--- config.mk ---
export PLATFORM = sky130hd
export DESIGN_NAME = bcd_updown_counter
export DESIGN_NICKNAME = d
export VERILOG_FILES = /design/src/rtl/bcd_updown_counter.sv
export SDC_FILE = /design/constraint.sdc
export NUM_CORES = 1
export LEC_CHECK = 0
export CAP_MARGIN = 10
export CORE_MARGIN = 5
export CORE_UTILIZATION = 54
export CTS_CLUSTER_SIZE = 30
export DETAILED_ROUTE_END_ITERATION = 10
export HOLD_SLACK_MARGIN = 0.05
export PLACE_DENSITY = 0.95
export SLEW_MARGIN = 20
export SYNTH_ARGS = -nofsm -noshare
export SYNTH_HDL_FRONTEND = slang
export SYNTH_SLANG_ARGS = --single-unit
--- constraint.sdc ---
create_clock -name clock_i -period 4.2 [get_ports clock_i]
set_input_delay 1.05 -clock clock_i [delete_from_list [all_inputs] [get_ports clock_i]]
set_output_delay 1.05 -clock clock_i [all_outputs]
set_load 0.02 [all_outputs]
--- src/rtl/bcd_updown_counter.sv ---
// bcd_updown_counter: cascaded BCD up/down counter with load clamp, wrap pulse and optional compare (BCD_MATCH_EN)
module bcd_updown_counter #(
  parameter int DIGITS  = 4,
  parameter int MATCH_W = 4*DIGITS
) (
  input  logic               clock_i,
  input  logic               reset_i,
  input  logic               load_i,
  input  logic [MATCH_W-1:0] data_in_i,
  input  logic               counter_on_i,
  input  logic               counter_up_i,
`ifdef BCD_MATCH_EN
  input  logic [MATCH_W-1:0] match_value_i,
  output logic               match_o,
`endif
  output logic [MATCH_W-1:0] count_o,
  output logic               tc_o,
  output logic               load_err_o
);
  logic [MATCH_W-1:0] count_q, count_d, step_v, clamp_v;
  logic tc_q, tc_d, err_q, err_d, chain, bad;
  logic [3:0] dig, din;
  always_comb begin
    step_v = count_q;
    clamp_v = data_in_i;
    chain = 1'b1;
    bad = 1'b0;
    dig = 4'd0;
    din = 4'd0;
    for (int i = 0; i < DIGITS; i++) begin
      dig = count_q[4*i +: 4];
      din = data_in_i[4*i +: 4];
      step_v[4*i +: 4] = !chain ? dig : counter_up_i ? (dig == 4'd9 ? 4'd0 : dig + 4'd1)
                                                     : (dig == 4'd0 ? 4'd9 : dig - 4'd1);
      chain = chain & (counter_up_i ? dig == 4'd9 : dig == 4'd0);
      clamp_v[4*i +: 4] = din > 4'd9 ? 4'd9 : din;
      bad = bad | (din > 4'd9);
    end
    // chain survives the loop only when every digit sat at the wrap value
    count_d = load_i ? clamp_v : counter_on_i ? step_v : count_q;
    tc_d = !load_i & counter_on_i & chain;
    err_d = load_i & bad;
  end
  always_ff @(posedge clock_i) begin
    if (reset_i) begin
      count_q <= '0;
      tc_q <= 1'b0;
      err_q <= 1'b0;
    end else begin
      count_q <= count_d;
      tc_q <= tc_d;
      err_q <= err_d;
    end
  end
`ifdef BCD_MATCH_EN
  logic match_q;
  always_ff @(posedge clock_i) begin
    if (reset_i) match_q <= 1'b0;
    else match_q <= count_q == match_value_i;
  end
  assign match_o = match_q;
`endif
  assign count_o = count_q;
  assign tc_o = tc_q;
  assign load_err_o = err_q;
endmodule

==> results_dict.tcl, run 1 <==
set metrics [dict create \
    status "finished, final reports clean" \
    area_delta_synth_final_pct 19.44 \
    via_count 1771 \
    drive_gt1_frac 0.08936 \
    cp.arrival_ns 3.49 \
    antenna_found_initial 0 \
    p_seq_frac 0.438 \
    yosysMostFrequentCell "dfxtp_1" \
    route.layer.met1.wl_um 1890 \
    slowest_delay_ns 0.98 \
    rows 20 \
    synth-main-ff-cell "dfxtp_1" \
    syn_avg_cell_area_um2 7.759 \
    drv_cap 0 \
    slew_headroom 0.4782 \
    grt_pass1_wl_um 7403 \
    synth_commonest_cells "dfxtp_1 (18), nor2_1 (15), o21ai_0 (15), inv_1 (11)" \
    final_area_um2 1983 \
    setup_tns_ns 0 \
    grt_pass1_vias 1624 \
    worstHoldPathType "reg -> reg" \
    finalCriticalPeriod_ns 3.232 \
    dieArea_um2 4284 \
    synthArstFlopShare 0 \
    crit_chain "clkdlybuf4s50_1 > buf_4 > nor3_1 > or3b_1 > a2111oi_0 > a311o_1" \
    syn-num-nets 235 \
    vias_per_cell 6.608 \
    ctsResizeCount 0 \
    reg2reg_slack_ns 2.25 \
    core_um2 3003 \
    cp-endpoint "count_o[14]" \
    intPower_w 0.0003134 \
    n_antenna_cell 0 \
    p_sw_frac 0.3481 \
    p_per_area_nw_per_um2 242.4 \
    fin_crit_sh 0.7694 \
    synth_seq_cells 18 \
    cts_buffers 3 \
    place_area_um2 1947 \
    drtIter0Drc 157 \
    rsz0062_at_grt "false" \
    nets 257 \
    synth-seq-area-share 0.2170 \
    grt_max_degree 23 \
    crit_start "counter_up_i" \
    setup_violations 0 \
    postCtsSetupRepairBufs 0 \
    worst_path_max_delay_cell "clkdlybuf4s50_1" \
    routed_wl_um 4389 \
    clock-root-buffer "clkbuf_4" \
    r2r_cells 4 \
    die_y_um 65.45 \
    maxSlewViolCount 0 \
    clkPwrFrac 0.236 \
    synth_xor_area_frac 0.05275 \
    synth_area_um2 1660 \
    start_util 0.5529 \
    start_kind "primary input" \
    critPathMaxFanout 22 \
    hold_viol 0 \
    p_sw_w 0.0001673 \
    combPwrFrac 0.325 \
    dp_hpwl_um 3132 \
    synth_edf_count 0 \
    final_util 0.6604 \
    synth_top_family_by_area "compound AO/OA/AOI/OAI gates" \
    clk_path_buf_depth 2 \
    grt_use_total 0.2179 \
    first_pass_iters 4 \
    p_leak_nw 0.6906 \
    die_w_um 65.45 \
    fmax_mhz 309.4 \
    clk_pin_slew_worst_paths_ns 0.11 \
    syn_inst 214 \
    r2r-start "count_o[4]" \
    peakVddDrop_v 0.0001601 \
    routedWlPerCell_um 16.38 \
    ios 39 \
    antenna_left 0 \
    yosys.area_share.simple 0.2766 \
    wl_met2_um 2075 \
    dr.max_layer_used "met4" \
    yosysTopAreaCell "dfxtp_1" \
    port_buffers 38 \
    synth.mux.area_fraction 0.006029 \
    gp_routability_congestion 0.9050 \
    synth_cell_types 70 \
    grt_overflow 0 \
    synth_fa_ha_area_frac 0 \
    cp-end-kind "register" \
    cts-htree-levels 1 \
    worstPathRequired_ns 4.46 \
    dr_wl_met3_um 273 \
    r2r_end "count_o[14]" \
    synth_area_leaders "dfxtp_1 (22%), o21ai_0 (4.5%), nor2_1 (3.4%), clkbuf_8 (3.3%), a21oi_1 (2.7%)" \
    ys_warn_count 0 \
    synth-compound-area-share 0.3369 \
    cts_hold_buffers 0 \
    clock_latency_ns 0.30 \
    cts.sinks 18 \
    drc_errors 0 \
    final.setup_skew_ns 0.003598 \
    synthDominantCellAreaShare 0.2170 \
    worst_slew_pin_slew_ns 0.7803 \
    crit_type "in -> reg" \
    tritoncts "built" \
]
state kept, by name (all words and copies together), names as in the netlist:
name        count
count_o        16
load_err_o      1
tc_o            1
critical path: cells and delay by family:
family,cells,cell delay [ns]
buf+inv,2,1.33
compound gates,2,0.62
simple gates,2,0.47
power groups by stage:
stage | registers (W) | logic [W] | clock network (W)
3_5_place_dp | 0.000213 | 0.000155 | 0
4_1_cts | 0.000210 | 0.000156 | 0.000115
6_report | 0.000211 | 0.000156 | 0.000114
2_1_floorplan | 0.000206 | 0.000109 | 0
5_1_grt | 0.000214 | 0.000171 | 0.000125
3_3_place_gp | 0.000212 | 0.000152 | 0
kinds of logic (layout without fill, tap and decap cells):
group                  after synthesis  in the layout
XOR/XNOR                            10             10
flip-flops                          18             18
AND/OR/NAND/NOR                     77             77
buffers and inverters               33             54
multiplexers                         1              1
AO/OA/AOI/OAI                       75             75
metal layers:
metal | up-vias | global-route usage
met1 | 817 | 0.2889
met3 | 15 | 0.03419
met5 | - | 0
li1 | 863 | -
met2 | 76 | 0.3413
met4 | 0 | 0.1088
cell type report:
| type | instances | area (um^2) |
|---|---|---|
| clock buffer | 4 | 36.28 |
| fill | 257 | 1020 |
| inverter | 11 | 41.29 |
| multi-input combinational | 163 | 1116 |
| sequential | 18 | 360.3 |
| tap | 33 | 41.29 |
| timing repair buffer | 39 | 387.9 |
through the flow:
stage	hold WS (ns)	instances	power (W)	worst slack [ns]
after detailed placement	0.5938	264	0.0003680	0.6972
after global routing	0.7003	268	0.0005105	0.8481
after floorplan	0.6252	214	0.0003147	1.824
after global placement	0.5797	264	0.0003639	0.7901
final	0.6341	268	0.0004806	0.9683
after CTS	0.6210	268	0.0004802	1.023
how the worst min path moves through the flow:
stage                             to  cells after the start       start  slack (ns)
after floorplan           count_o[7]                      2  count_o[7]        0.63
after global placement    count_o[7]                      2  count_o[7]        0.58
after detailed placement  count_o[7]                      2  count_o[7]        0.59
after CTS                 count_o[7]                      2  count_o[7]        0.62
after global routing      count_o[7]                      2  count_o[7]        0.70
final                     count_o[7]                      2  count_o[7]        0.63
placed cells by master, fill, tap and decap left out, drive strengths merged, types with 2 or more instances in the layout:
master,n
clkdlybuf4s50,38
nor4,4
a211o,4
nor4bb,2
dfxtp,18
or2b,3
a311o,2
inv,11
or3,4
xor2,5
clkbuf,4
a21o,2
nor3b,5
nand3,8
o311ai,2
a311oi,3
nand2b,3
or3b,2
nor3,8
a22o,3
o31a,2
or2,3
a2111oi,2
o211ai,3
o21ai,16
xnor2,5
a31oi,2
a221oi,5
nor2,15
nand2,9
and3,4
o2111ai,4
a21oi,10
a211oi,3
Power figures use the tool's default switching activity.
==> inputs of run 2 (changes only) <==
--- a/config.mk
+++ b/config.mk
@@ -7,11 +7,11 @@
 export LEC_CHECK = 0
 export CAP_MARGIN = 10
 export CORE_MARGIN = 5
-export CORE_UTILIZATION = 54
+export CORE_UTILIZATION = 45
 export CTS_CLUSTER_SIZE = 30
 export DETAILED_ROUTE_END_ITERATION = 10
 export HOLD_SLACK_MARGIN = 0.05
-export PLACE_DENSITY = 0.95
+export PLACE_DENSITY = 0.87
 export SLEW_MARGIN = 20
 export SYNTH_ARGS = -nofsm -noshare
 export SYNTH_HDL_FRONTEND = slang
==> constraint.sdc (replaced) <==
create_clock -name clock_i -period 2.8 [get_ports clock_i]
set_input_delay 0.7 -clock clock_i [delete_from_list [all_inputs] [get_ports clock_i]]
set_output_delay 0.7 -clock clock_i [all_outputs]
set_load 0.02 [all_outputs]
==> run 2 against run 1 <==
Effect of this change: utilization fell by 8.8 points; routed wire length rose by 1.1%; total power rose by 62%; critical path type unchanged.
==> results_dict.tcl, run 2 (synthesized netlist as in run 1, its figures left out) <==
set metrics [dict create \
    status "finished, final reports clean" \
    cts_buffers 3 \
    met3_usage 0.02841 \
    timing.hold.ws_ns 0.6153 \
    start_kind "primary input" \
    drc_errors 0 \
    top_usage_layer "met2" \
    cp-end-kind "register" \
    dp_hpwl_um 3230 \
    intPower_w 0.0005215 \
    rows 22 \
    cts-htree-levels 1 \
    via_count 1781 \
    final.setup_skew_ns 0.002742 \
    rsz0062_at_grt "false" \
    final_util 0.5722 \
    peakVddDrop_v 0.0002604 \
    ctsResizeCount 0 \
    routed_wl_um 4437 \
    crit_type "in -> reg" \
    grt_max_degree 30 \
    grt_overflow 0 \
    p_leak_nw 0.7222 \
    nets 261 \
    fin_crit_sh 0.8744 \
    antenna_left 0 \
    dieArea_um2 5004 \
    clk_pin_slew_worst_paths_ns 0.07 \
    first_pass_iters 5 \
    cts.sinks 18 \
    slew_headroom 0.6687 \
    combPwrFrac 0.308 \
    antenna_found_initial 0 \
    gp_routability_congestion 0.9128 \
    postCtsSetupRepairBufs 0 \
    setup_violations 0 \
    grt_use_total 0.1805 \
    critPathMaxFanout 29 \
    die_y_um 70.74 \
    clock_latency_ns 0.26 \
    core_um2 3606 \
    clkPwrFrac 0.287 \
    drtIter0Drc 121 \
    hold_viol 0 \
    grt_pass1_vias 1657 \
    hold_depth 2 \
    p_sw_frac 0.3316 \
    port_buffers 38 \
    finalCriticalPeriod_ns 2.448 \
    tritoncts "built" \
    drv_cap 0 \
    layout_commonest_cell "clkdlybuf4s50_1" \
    worstPathRequired_ns 2.95 \
    met1_usage 0.2472 \
    ios 39 \
    largest_reg_flops 16 \
    r2r_cells 4 \
    clock-root-buffer "clkbuf_8" \
    cts_hold_buffers 0 \
    drive_gt1_frac 0.1046 \
    grt_pass1_wl_um 7514 \
    p_seq_frac 0.405 \
    maxSlewViolCount 0 \
    worst_slew_pin_slew_ns 0.4963 \
    die_w_um 70.74 \
    worstHoldPathType "reg -> reg" \
    final_cell_mix "clkdlybuf4s50_1 (38), dfxtp_1 (18), nor2_1 (15), o21ai_0 (15), inv_1 (11)" \
    setup_tns_ns 0 \
    start_util 0.4604 \
    clk_path_buf_depth 2 \
    vias_per_cell 6.206 \
    routedWlPerCell_um 15.46 \
    place_area_um2 2008 \
    fmax_mhz 408.4 \
    met2_usage 0.2791 \
    fillers 329 \
    final_area_um2 2063 \
    area_delta_synth_final_pct 24.27 \
    p_sw_w 0.0002587 \
    cp.arrival_ns 2.60 \
    n_antenna_cell 0 \
    p_per_area_nw_per_um2 378.1 \
]
## run 2: path summary, 6_finish.rpt
| kind | end | slack [ns] | startpoint |
|---|---|---|---|
| worst max-delay path | count_o[14] | 0.35 | counter_up_i |
| worst min-delay path | count_o[7] | 0.62 | count_o[7] |
| worst max register to register | count_o[14] | 0.86 | count_o[4] |
| worst min register to register | count_o[7] | 0.62 | count_o[7] |
## run 2: per-stage QoR
step | power [W] | cells | setup WS, ns
2_1_floorplan | 0.0004720 | 214 | 0.7738
3_3_place_gp | 0.0005536 | 283 | 0.1175
3_5_place_dp | 0.0005587 | 283 | 0.07751
4_1_cts | 0.0007827 | 287 | 0.3609
5_1_grt | 0.0008226 | 287 | 0.3102
6_report | 0.0007801 | 287 | 0.3516
## run 2: layout make-up
class	count	area, um^2	share of cell area
Clock buffer	4	55.05	0.02668
Inverter	11	41.29	0.02001
Multi-Input combinational cell	163	1116	0.5409
Sequential cell	18	360.3	0.1747
Tap cell	48	60.06	0.02911
Timing Repair Buffer	43	430.4	0.2086
## run 2: routing by layer
metal	vias to the layer above	share of wire
met5	-	0
met4	0	0.013
met3	4	0.059
met2	73	0.49
met1	833	0.44
li1	871	-
## run 2: power by group through the flow
stage               sequential (W)  combinational [W]  clock (W)
finish                    0.000316           0.000240   0.000224
global route              0.000322           0.000262   0.000238
CTS                       0.000314           0.000240   0.000228
detailed placement        0.000320           0.000239          0
global placement          0.000319           0.000235          0
floorplan                 0.000309           0.000163          0
## run 2: worst max-delay path: stages
cell,delay [ns]
clkdlybuf4s50_1,0.45
buf_12,0.18
or3_4,0.36
a22o_2,0.30
or2_4,0.27
a311o_1,0.35
==> inputs of run 3 (changes only) <==
--- a/config.mk
+++ b/config.mk
@@ -12,6 +12,7 @@
 export DETAILED_ROUTE_END_ITERATION = 10
 export HOLD_SLACK_MARGIN = 0.05
 export PLACE_DENSITY = 0.87
+export REMOVE_ABC_BUFFERS = 1
 export SLEW_MARGIN = 20
 export SYNTH_ARGS = -nofsm -noshare
 export SYNTH_HDL_FRONTEND = slang
==> run 3 against run 2 <==
Effect of this change: fmax grew 2.2%; sequential power is essentially flat; utilization grew 0.49 points; final cell count grew 1.4%; register-to-register slack lost 0.03 ns; clock skew shrank 0.0019 ns; worst hold slack lost 0.0026 ns; design area grew 0.85%; critical path type unchanged; critical endpoint is now count_o[8]; largest power group unchanged.
==> results_dict.tcl, run 3 (synthesized netlist as in run 1, its figures left out) <==
set metrics [dict create \
    clk_path_buf_depth 2 \
    cp-endpoint "count_o[8]" \
    final.setup_skew_ns 0.0008439 \
    finalCriticalPeriod_ns 2.396 \
    final_area_um2 2081 \
    nets 265 \
    top_usage_layer "met2" \
    worst_slew_pin_slew_ns 0.6021 \
    place_area_um2 2026 \
    worstHoldPathType "reg -> reg" \
    dp_hpwl_um 3394 \
    drive_gt1_frac 0.1193 \
    p_sw_w 0.0002609 \
    r2r_end "count_o[13]" \
    ios 39 \
    port_buffers 38 \
    cts-htree-levels 1 \
    cp.arrival_ns 2.57 \
    status "finished, final reports clean" \
    path_delay_family "buffers and inverters" \
    antenna_left 0 \
    grt_use_total 0.1862 \
    area_delta_synth_final_pct 25.32 \
    start_kind "primary input" \
    cts.sinks 18 \
    slowest_delay_ns 0.50 \
    p_per_area_nw_per_um2 376.6 \
    critPathMaxFanout 14 \
    antenna_found_initial 0 \
    vias_per_cell 6.244 \
    clkPwrFrac 0.284 \
    crit_chain "clkdlybuf4s50_1 > buf_4 > nor3_1 > o21ai_2 > or3_1 > a311oi_1" \
    cp-end-kind "register" \
    reg2reg_slack_ns 0.83 \
    met3_usage 0.04688 \
    hold_viol 0 \
    peakVddDrop_v 0.0002051 \
    rows 22 \
    fin_crit_sh 0.8556 \
    worst_path_max_delay_cell "clkdlybuf4s50_1" \
    rsz0062_at_grt "false" \
    via_count 1817 \
    start_util 0.4604 \
    drv_cap 0 \
    drtIter0Drc 142 \
    fmax_mhz 417.4 \
    die_w_um 70.74 \
    p_sw_frac 0.3330 \
    n_antenna_cell 0 \
    grt_pass1_wl_um 7790 \
    setup_violations 0 \
    combPwrFrac 0.314 \
    grt_max_degree 15 \
    clock_latency_ns 0.26 \
    clock-root-buffer "clkbuf_8" \
    dieArea_um2 5004 \
    critical_path_buf_inv_count 2 \
    met1_usage 0.2315 \
    p_leak_nw 0.7368 \
    gp_routability_congestion 0.9423 \
    routed_wl_um 4616 \
    cts_buffers 3 \
    slew_headroom 0.5931 \
    ctsResizeCount 0 \
    crit_type "in -> reg" \
    core_um2 3606 \
    cts_hold_buffers 0 \
    routedWlPerCell_um 15.86 \
    intPower_w 0.0005227 \
    worstPathRequired_ns 2.97 \
    drc_errors 0 \
    die_y_um 70.74 \
    grt_pass1_vias 1707 \
    r2r_cells 4 \
    tritoncts "built" \
    final_cell_mix "clkdlybuf4s50_1 (38), dfxtp_1 (18), nor2_1 (15), o21ai_0 (15), inv_1 (11)" \
    r2r-start "count_o[8]" \
    first_pass_iters 4 \
    grt_overflow 0 \
    p_seq_frac 0.402 \
    crit_start "counter_up_i" \
    largest_reg_flops 16 \
    clk_pin_slew_worst_paths_ns 0.07 \
    layout_commonest_cell "clkdlybuf4s50_1" \
    crit_cells 6 \
    met2_usage 0.3048 \
    setup_tns_ns 0 \
    postCtsSetupRepairBufs 0 \
    maxSlewViolCount 0 \
]
## run 3: cell type report
class	instances	area, um^2
inverter	11	41.29
multi-input combinational	163	1116
sequential	18	360.3
timing repair buffer	47	447.9
fill	320	1525
tap	48	60.06
clock buffer	4	55.05
## run 3: worst min-delay path by stage
stage / startpoint / end / slack, ns / depth (start not counted)
after CTS: count_o[7] / count_o[7] / 0.61 / 2
after global routing: count_o[7] / count_o[7] / 0.67 / 2
final: count_o[7] / count_o[7] / 0.61 / 2
after floorplan: count_o[7] / count_o[7] / 0.62 / 2
after global placement: count_o[7] / count_o[7] / 0.59 / 2
after detailed placement: count_o[7] / count_o[7] / 0.60 / 2
## run 3: metrics by stage
step,setup WS [ns],hold WS (ns),std cells,utilization,power [W]
after global routing,0.2865,0.6735,291,0.5770,0.0008292
after floorplan,0.7738,0.6153,192,-,0.0004437
after CTS,0.4288,0.6086,291,0.5770,0.0007836
after detailed placement,0.1283,0.5991,287,0.5618,0.0005625
after global placement,0.2065,0.5862,287,0.5618,0.0005599
final,0.4043,0.6126,291,0.5770,0.0007837
## run 3: per-layer routing
layer	up-vias	routed length, um
met1	844	1961
met2	88	2232
met3	8	358
met4	0	63
li1	877	-
met5	-	0
## run 3: worst min-delay path: stages (launching register included)
cell	delay, ns
dfxtp_1	0.38
o21ai_0	0.10
a221oi_1	0.07
## run 3: power by group through the flow
stage               Clock, W  Sequential [W]  Combinational [W]
detailed placement         0        0.000319           0.000244
global route        0.000240        0.000321           0.000268
floorplan                  0        0.000330           0.000114
finish              0.000223        0.000315           0.000246
global placement           0        0.000319           0.000241
CTS                 0.000225        0.000314           0.000245
